==> config.mk <==
export PLATFORM = sky130hd
export DESIGN_NAME = alu_sequencer
export DESIGN_NICKNAME = d
export VERILOG_FILES = /design/src/rtl/alu_sequencer.sv
export SDC_FILE = /design/constraint.sdc
export NUM_CORES = 1
export LEC_CHECK = 0
export BUFFER_PORTS_ARGS = -buffer_cell sky130_fd_sc_hd__buf_2
export CAP_MARGIN = 10
export CORE_ASPECT_RATIO = 1.5
export CORE_MARGIN = 4
export CORE_UTILIZATION = 56
export DETAILED_ROUTE_END_ITERATION = 8
export PLACE_DENSITY = 0.84
export SYNTH_ARGS = -nofsm -noshare
export SYNTH_HDL_FRONTEND = slang
export SYNTH_SLANG_ARGS = --single-unit
export TNS_END_PERCENT = 5
==> constraint.sdc <==
create_clock -name wclk -period 1.95 [get_ports wclk]
set_input_delay 0.195 -clock wclk [delete_from_list [all_inputs] [get_ports wclk]]
set_output_delay 0.195 -clock wclk [all_outputs]
set_load 0.03 [all_outputs]
==> src/rtl/alu_sequencer.sv <==
// Instruction sequencer for the 8-bit ALU: register file, TMP/ACC staging,
// flag latch and a three-step execute stepper behind a valid/ready handshake.
module alu_sequencer #(
  parameter int WIDTH = 8,
  parameter int NREG  = 4
) (
  input  logic             wclk,
  input  logic             wreset,
  input  logic             winstr_valid,
  output logic             winstr_ready,
  input  logic [7:0]       binstr,
  input  logic             wwr_en,
  input  logic [1:0]       bwr_sel,
  input  logic [WIDTH-1:0] bwr_data,
  input  logic [1:0]       brd_sel,
  output logic [WIDTH-1:0] brd_data,
  output logic [WIDTH-1:0] balu_a,
  output logic [WIDTH-1:0] balu_b,
  output logic             walu_ci,
  output logic [2:0]       balu_op,
  input  logic [WIDTH-1:0] balu_res,
  input  logic             walu_co,
  input  logic             walu_eq,
  input  logic             walu_al,
  input  logic             walu_z,
  output logic [3:0]       bflags,
  output logic             wdone,
  output logic             werr
);

  typedef enum logic [2:0] {
    IDLE,
    S_TMP,
    S_ACC,
    S_WB,
    S_RET
  } state_t;

  state_t           state, state_next;
  logic [WIDTH-1:0] regs [NREG];
  logic [WIDTH-1:0] tmp, acc;
  logic [7:0]       ir;
  logic [2:0]       op;
  logic [1:0]       ra, rb;
  logic             accept;

  assign op     = ir[6:4];
  assign ra     = ir[3:2];
  assign rb     = ir[1:0];
  assign accept = winstr_valid && winstr_ready;

  always_ff @(posedge wclk or posedge wreset) begin
    if (wreset) state <= IDLE;
    else        state <= state_next;
  end

  always_comb begin
    state_next = state;
    case (state)
      IDLE:    if (accept) state_next = binstr[7] ? S_TMP : S_RET;
      S_TMP:   state_next = S_ACC;
      S_ACC:   state_next = S_WB;
      S_WB:    state_next = IDLE;
      S_RET:   state_next = IDLE;
      default: state_next = IDLE;
    endcase
  end

  always_ff @(posedge wclk or posedge wreset) begin
    if (wreset) begin
      ir  <= '0;
      tmp <= '0;
      acc <= '0;
    end else begin
      if (accept)         ir  <= binstr;
      if (state == S_TMP) tmp <= regs[rb];
      if (state == S_ACC) acc <= balu_res;
    end
  end

  // External writes only land in IDLE, so they can never race a writeback.
  always_ff @(posedge wclk or posedge wreset) begin
    if (wreset) begin
      for (int i = 0; i < NREG; i++) regs[i] <= '0;
    end else if (state == IDLE && wwr_en) begin
      regs[bwr_sel] <= bwr_data;
    end else if (state == S_WB && op != 3'd7) begin
      regs[rb] <= acc;
    end
  end

  always_ff @(posedge wclk or posedge wreset) begin
    if (wreset)                            bflags <= 4'b0000;
    else if (state == S_ACC)               bflags <= {walu_co, walu_al, walu_eq, walu_z};
    else if (state == S_RET && ir == 8'h60) bflags <= 4'b0000;
  end

  always_comb begin
    balu_a       = '0;
    balu_b       = '0;
    balu_op      = 3'd0;
    walu_ci      = 1'b0;
    winstr_ready = (state == IDLE);
    wdone        = (state == S_WB) || (state == S_RET);
    werr         = (state == S_RET) && (ir != 8'h60);
    if (state == S_ACC) begin
      balu_a  = regs[ra];
      balu_b  = tmp;
      balu_op = op;
      walu_ci = (op <= 3'd2) ? bflags[3] : 1'b0;
    end
  end

  assign brd_data = regs[brd_sel];

endmodule

==> flow_summary.json, run 1 <==
{
  "placed_cell_area_um2": 4327,
  "antenna_found_initial": 0,
  "max_clock_freq_ghz": 0.5190,
  "hold_viol_final": 0,
  "rsz0062_at_grt": "true",
  "finalCriticalPeriod_ns": 1.927,
  "synth_cell_types": 38,
  "post-route-period-util_pct": 98.82,
  "arrival_ns": 1.73,
  "p_per_area_nw_per_um2": 1724,
  "start_util_pct": 58.30,
  "via_per_inst": 6.293,
  "hp-class": "input pin to flip-flop",
  "end_kind": "primary output",
  "fin_worst_skew_ns": 0.008067,
  "numCtsBuffers": 9,
  "synth_edf_count": 0,
  "synthSimpleGateAreaFrac_pct": 23.79,
  "die_h_um": 109.7,
  "status": "finished, final reports clean",
  "drive_gt1_share_pct": 38.60,
  "wl_per_cell_um": 19.23,
  "synth_compound_area_share_pct": 9.238,
  "synth.avg_cell_area_um2": 10.27,
  "synth.net_count": 412,
  "die_w_um": 75.79,
  "fin_area_um2": 4692,
  "vias": 3348,
  "path_clk_slew_ns": 0.07,
  "nNetsFinal": 490,
  "final_max_slew_viol_count": 0,
  "netlist.top_cell.by_area": "dfrtp_1",
  "clk_path_buf_depth": 2,
  "cts.sinks": 63,
  "path_class": "flip-flop to primary output",
  "synth_mux_area_share_pct": 18.67,
  "drc": 0,
  "gr-total-overflow": 0,
  "clockRootBuffer": "clkbuf_8",
  "die_area_um2": 8312,
  "netlist_area_um2": 3860,
  "grt_pass1_wl_mm": 16.62,
  "synth-adder-area-share_pct": 0,
  "row_count": 36,
  "cts_tree": "built",
  "synth_top_family_by_area": "simple AND/OR/NAND/NOR gates",
  "drt_iter0_drc": 385,
  "grt_pass1_vias": 3230,
  "clkLatencyLatePin_ns": 0.35,
  "wl_mm": 10.23,
  "leakagePower_nw": 2.092,
  "grt_usage_pct": 26.98,
  "area_delta_synth_final_pct": 21.56,
  "worstSetupStartpointType": "flip-flop",
  "finalSetupViolCount": 0,
  "ys_warn_count": 0,
  "grt_start_max_net_pins": 43,
  "io_pins": 71,
  "synth_xor_area_share_pct": 0,
  "yosysTopAreaCellShare_pct": 40.84,
  "worstMarginPinSlew_ns": 0.6873,
  "antennaDiodeCount": 0,
  "core_area_um2": 6621,
  "synth_area_leaders": "dfrtp_1, mux4_2, mux2_2",
  "synth-seq-cells": 63,
  "irDropWorstVdd_mv": 1.055,
  "dp_hpwl_mm": 7.573,
  "synth_top_flop_cell": "dfrtp_1",
  "timing.max_cap.violations": 0,
  "syn-instance-count": 376,
  "path_max_fanout": 7,
  "ys_async_sr_fraction_pct": 100.0,
  "place_congestion": 0.9385,
  "cts_max_level": 3,
  "seq_area_frac_synth_pct": 40.84,
  "cp_data_required_time_ns": 1.75,
  "fin_util_pct": 70.86,
  "nFillCells": 496,
  "drt_pass1_iterations": 5,
  "detail-route-antenna-nets": 0,
  "io_buffers": 70,
  "maxSlewHeadroom_pct": 54.09
}
## path summary, 6_finish.rpt
check	startpoint	endpoint	slack [ns]	cells after the start
setup / recovery	ir[2]	balu_a[3]	0.02	4
hold / removal	binstr[7]	state[2]	0.02	2
setup reg to reg	state[0]	regs[1]	0.15	5
hold reg to reg	tmp[0]	tmp[0]	0.50	1
max in group asynchronous	wreset	ir[0]	0.91	4
min in group asynchronous	wreset	tmp[5]	0.42	3
## placed cells by master, fill, tap and decap left out, drive strengths merged, types with 8 or more instances in the layout
master  netlist  layout
and3         10      10
o221ai        8       8
nand3        34      34
buf          14      98
o21ai        11      11
or4           9       9
inv          34      34
mux2         16      16
mux4         24      24
clkbuf       20      14
nand4        16      16
o311ai       24      24
dfrtp        63      63
nand2        43      43
and2         22      22
## cell usage after synthesis (2+ instances only)
| cell | count |
|---|---|
| nand2_1 | 43 |
| nor3_2 | 2 |
| or3b_2 | 2 |
| buf_1 | 2 |
| o21ai_0 | 11 |
| mux4_2 | 24 |
| or2_2 | 2 |
| o311ai_0 | 13 |
| buf_4 | 2 |
| nor3_1 | 3 |
| buf_2 | 8 |
| nor2b_1 | 4 |
| and3_1 | 10 |
| nand4_1 | 16 |
| o311ai_1 | 11 |
| nor2_1 | 3 |
| or4_1 | 9 |
| clkbuf_1 | 20 |
| and2_0 | 2 |
| inv_1 | 34 |
| and2_1 | 20 |
| nand3_1 | 34 |
| o221ai_1 | 8 |
| mux2_2 | 16 |
| buf_6 | 2 |
| dfrtp_1 | 63 |
## logic make-up (layout without fill, tap and decap cells)
logic type,Yosys count,in the layout
DFF,63,63
muxes,40,40
AOI/OAI and AO/OA,46,46
buffers and inverters,68,148
and+or+nand+nor,159,159
## cell type report
type | count | area (µm²) | area share [%]
Inverter | 34 | 127.6 | 2.720
Multi-Input combinational cell | 245 | 2043 | 43.55
Timing Repair Buffer | 101 | 654.4 | 13.95
Clock buffer | 12 | 155.1 | 3.307
Tap cell | 76 | 95.09 | 2.027
Clock inverter | 1 | 30.03 | 0.6400
Sequential cell | 63 | 1587 | 33.81
## where the power goes
part	internal (mW)	switching, mW	leakage (nW)
sequential	1.97	0.784	0.756
combinational	2.05	2.16	1.24
clock	0.640	0.482	0.0944
## registers in the layout, summed over array words and instances (netlist names)
name / count
ir: 8
bflags: 4
state: 3
regs: 32
tmp: 8
acc: 8
## metrics by stage
step	worst slack, ns	std cells	hold WS, ns	TNS, ns	power (mW)
finish	0.02305	532	0.01860	0	8.090
global route	-0.05514	532	0.01371	-0.3795	8.625
CTS	-0.0001104	532	0.003207	-0.0001104	7.971
detailed placement	0.07143	509	0.2510	0	6.648
global placement	0.1573	509	0.2378	0	6.474
floorplan	-0.1356	376	0.2606	-1.084	5.532
## worst max-delay path, stage by stage (launching register included)
cell	delay [ns]
dfrtp_2	0.41
buf_12	0.15
mux4_2	0.49
and2_1	0.16
buf_2	0.17
## layer usage
metal  routed length (µm)  vias up  track usage, %  part of all wire [%]
met5                    0        -               0                     0
met4                  142        0           9.625                   1.4
met3                  737       16           5.398                   7.2
met2                 5424      165           44.67                    53
met1                 3929     1621           34.57                    38
li1                     -     1546               -                     -
## repair_timing
item / 4_1_cts / 5_1_grt
endpoints found under the hold margin: 21 / 0
endpoints found under the setup margin: 21 / 30
setup buffers: 9 / 0
hold buffers: 1 / 0
resized for setup: 10 / 31
pin swaps: 0 / 1
Note: power is estimated with default switching activity, not from simulation.
==> inputs of run 2 (changes only) <==
REMOVE_ABC_BUFFERS = 1   (was default)
==> flow_summary.json, run 2 (synthesized netlist as in run 1, its figures left out) <==
{
  "status": "complete, but fails checks",
  "violations": "negative setup slack",
  "fin_util_pct": 74.81,
  "start_util_pct": 58.30,
  "via_per_inst": 6.781,
  "cp_slowest_cell": "mux4_2",
  "worstSetupStartpointType": "flip-flop",
  "io_pins": 71,
  "largest_reg_flops": 32,
  "cts.sinks": 63,
  "clkLatencyLatePin_ns": 0.36,
  "maxSlewHeadroom_pct": 39.39,
  "path_class": "flip-flop to primary output",
  "irDropWorstVdd_mv": 1.049,
  "rsz0062_at_grt": "true",
  "antennaDiodeCount": 0,
  "drt_iter0_drc": 639,
  "final_common_cell": "dfrtp_1",
  "tns_ns": -0.1032,
  "numCtsBuffers": 9,
  "drt_pass1_iterations": 6,
  "max_clock_freq_ghz": 0.5060,
  "critPathTopFamily": "multiplexers",
  "vias": 3716,
  "core_area_um2": 6621,
  "mostFrequentLayoutCells": "dfrtp_1, buf_2, nand2_1, buf_4, nand3_1",
  "placed_cells": 518,
  "p_per_area_nw_per_um2": 1789,
  "io_buffers": 70,
  "wl_mm": 12.39,
  "finalCriticalPeriod_ns": 1.976,
  "finalSetupViolCount": 8,
  "grt_start_max_net_pins": 64,
  "final_max_slew_viol_count": 0,
  "hold_viol_final": 0,
  "path_buf_inv": 3,
  "nNetsFinal": 503,
  "leakagePower_nw": 2.220,
  "grt_pass1_vias": 3730,
  "path_cells": "buf_12 > buf_12 > mux4_2 > and2_4 > buf_6",
  "hp-class": "input pin to flip-flop",
  "drc": 0,
  "worstMarginPinSlew_ns": 0.9074,
  "timing.critical_path.mode_cell": "buf_12",
  "fin_worst_skew_ns": 0.005902,
  "end_kind": "primary output",
  "post-route-period-util_pct": 101.3,
  "grt_usage_pct": 30.93,
  "path_clk_slew_ns": 0.07,
  "antenna_found_initial": 0,
  "clk_path_buf_depth": 2,
  "path_max_fanout": 4,
  "die_w_um": 75.79,
  "finalWorstSetupSlack_ns": -0.02629,
  "area_delta_synth_final_pct": 28.33,
  "die_h_um": 109.7,
  "clockRootBuffer": "clkbuf_8",
  "cts_tree": "built",
  "die_area_um2": 8312,
  "cts_max_level": 3,
  "wl_per_cell_um": 22.61,
  "detail-route-antenna-nets": 0,
  "drive_gt1_share_pct": 41.95,
  "fin_cells": 548,
  "place_congestion": 0.9440,
  "nFillCells": 466,
  "cp_data_required_time_ns": 1.75,
  "gr-total-overflow": 0,
  "timing.max_cap.violations": 0,
  "max_stage_delay_ns": 0.49,
  "grt_pass1_wl_mm": 18.73,
  "dp_hpwl_mm": 7.928,
  "arrival_ns": 1.78,
  "top_register": "regs",
  "row_count": 36
}
-- run 2: changes by cell type in the layout (fill, tap and decap cells not counted), sizes merged --
cell,before,now
buf,98,111
clkinv,0,2
dlygate4sd3,1,2
-- run 2: cell type report --
cell class                 count  area [µm²]  share of cell area [%]
sequential                    63        1584                   31.98
timing repair buffer         114       872.1                   17.61
tap                           76       95.09                   1.920
inverter                      34       127.6                   2.576
clock inverter                 3       40.04                  0.8083
multi-input combinational    245        2066                   41.70
clock buffer                  13       168.9                   3.410
-- run 2: worst paths after layout --
kind / endpoint / startpoint / slack (ns) / cells past startpoint
min reg2reg: tmp[6] / tmp[6] / 0.50 / 1
max: balu_a[7] / ir[2] / -0.03 / 5
max in group asynchronous: ir[3] / wreset / 1.22 / 4
min in group asynchronous: tmp[1] / wreset / 0.45 / 4
max reg2reg: regs[28] / ir[0] / -0.02 / 4
min: acc[0] / balu_res[0] / 0.02 / 3
-- run 2: where the power goes --
group | leakage (nW) | switching (mW) | internal (mW)
Combinational | 1.36 | 2.56 | 2.40
Clock | 0.109 | 0.514 | 0.691
Sequential | 0.756 | 0.733 | 1.97
-- run 2: routing by layer --
layer	track usage [%]	part of all wire, %
met4	19.75	6.2
met3	7.411	9.3
met2	48.47	50
met1	37.35	34
met5	0	0
-- run 2: timing repair --
item                                    4_1_cts  5_1_grt
gates resized for setup                      32       35
gates cloned                                  1        1
hold buffers                                  2        0
hold endpoints to repair                     64        0
pin swaps                                     7        5
buffers inserted                              7        3
endpoints found under the setup margin        6       29
-- run 2: metrics by stage --
stage | instance area (µm²) | power (mW) | hold slack (ns) | setup WS [ns]
floorplan | 3700 | 5.327 | 0.2606 | -0.8211
finish | 4954 | 8.862 | 0.02228 | -0.02629
CTS | 4848 | 8.565 | 0.01600 | -0.04118
global placement | 4425 | 6.709 | 0.2807 | 0.1503
global route | 4954 | 9.312 | 0.01548 | -0.06375
detailed placement | 4425 | 6.901 | 0.2916 | 0.07961
-- run 2: worst min-delay path: cells and delay by family --
family | cells | cell delay [ns]
buffers and inverters | 1 | 0.07
AND/OR/NAND/NOR | 2 | 0.09
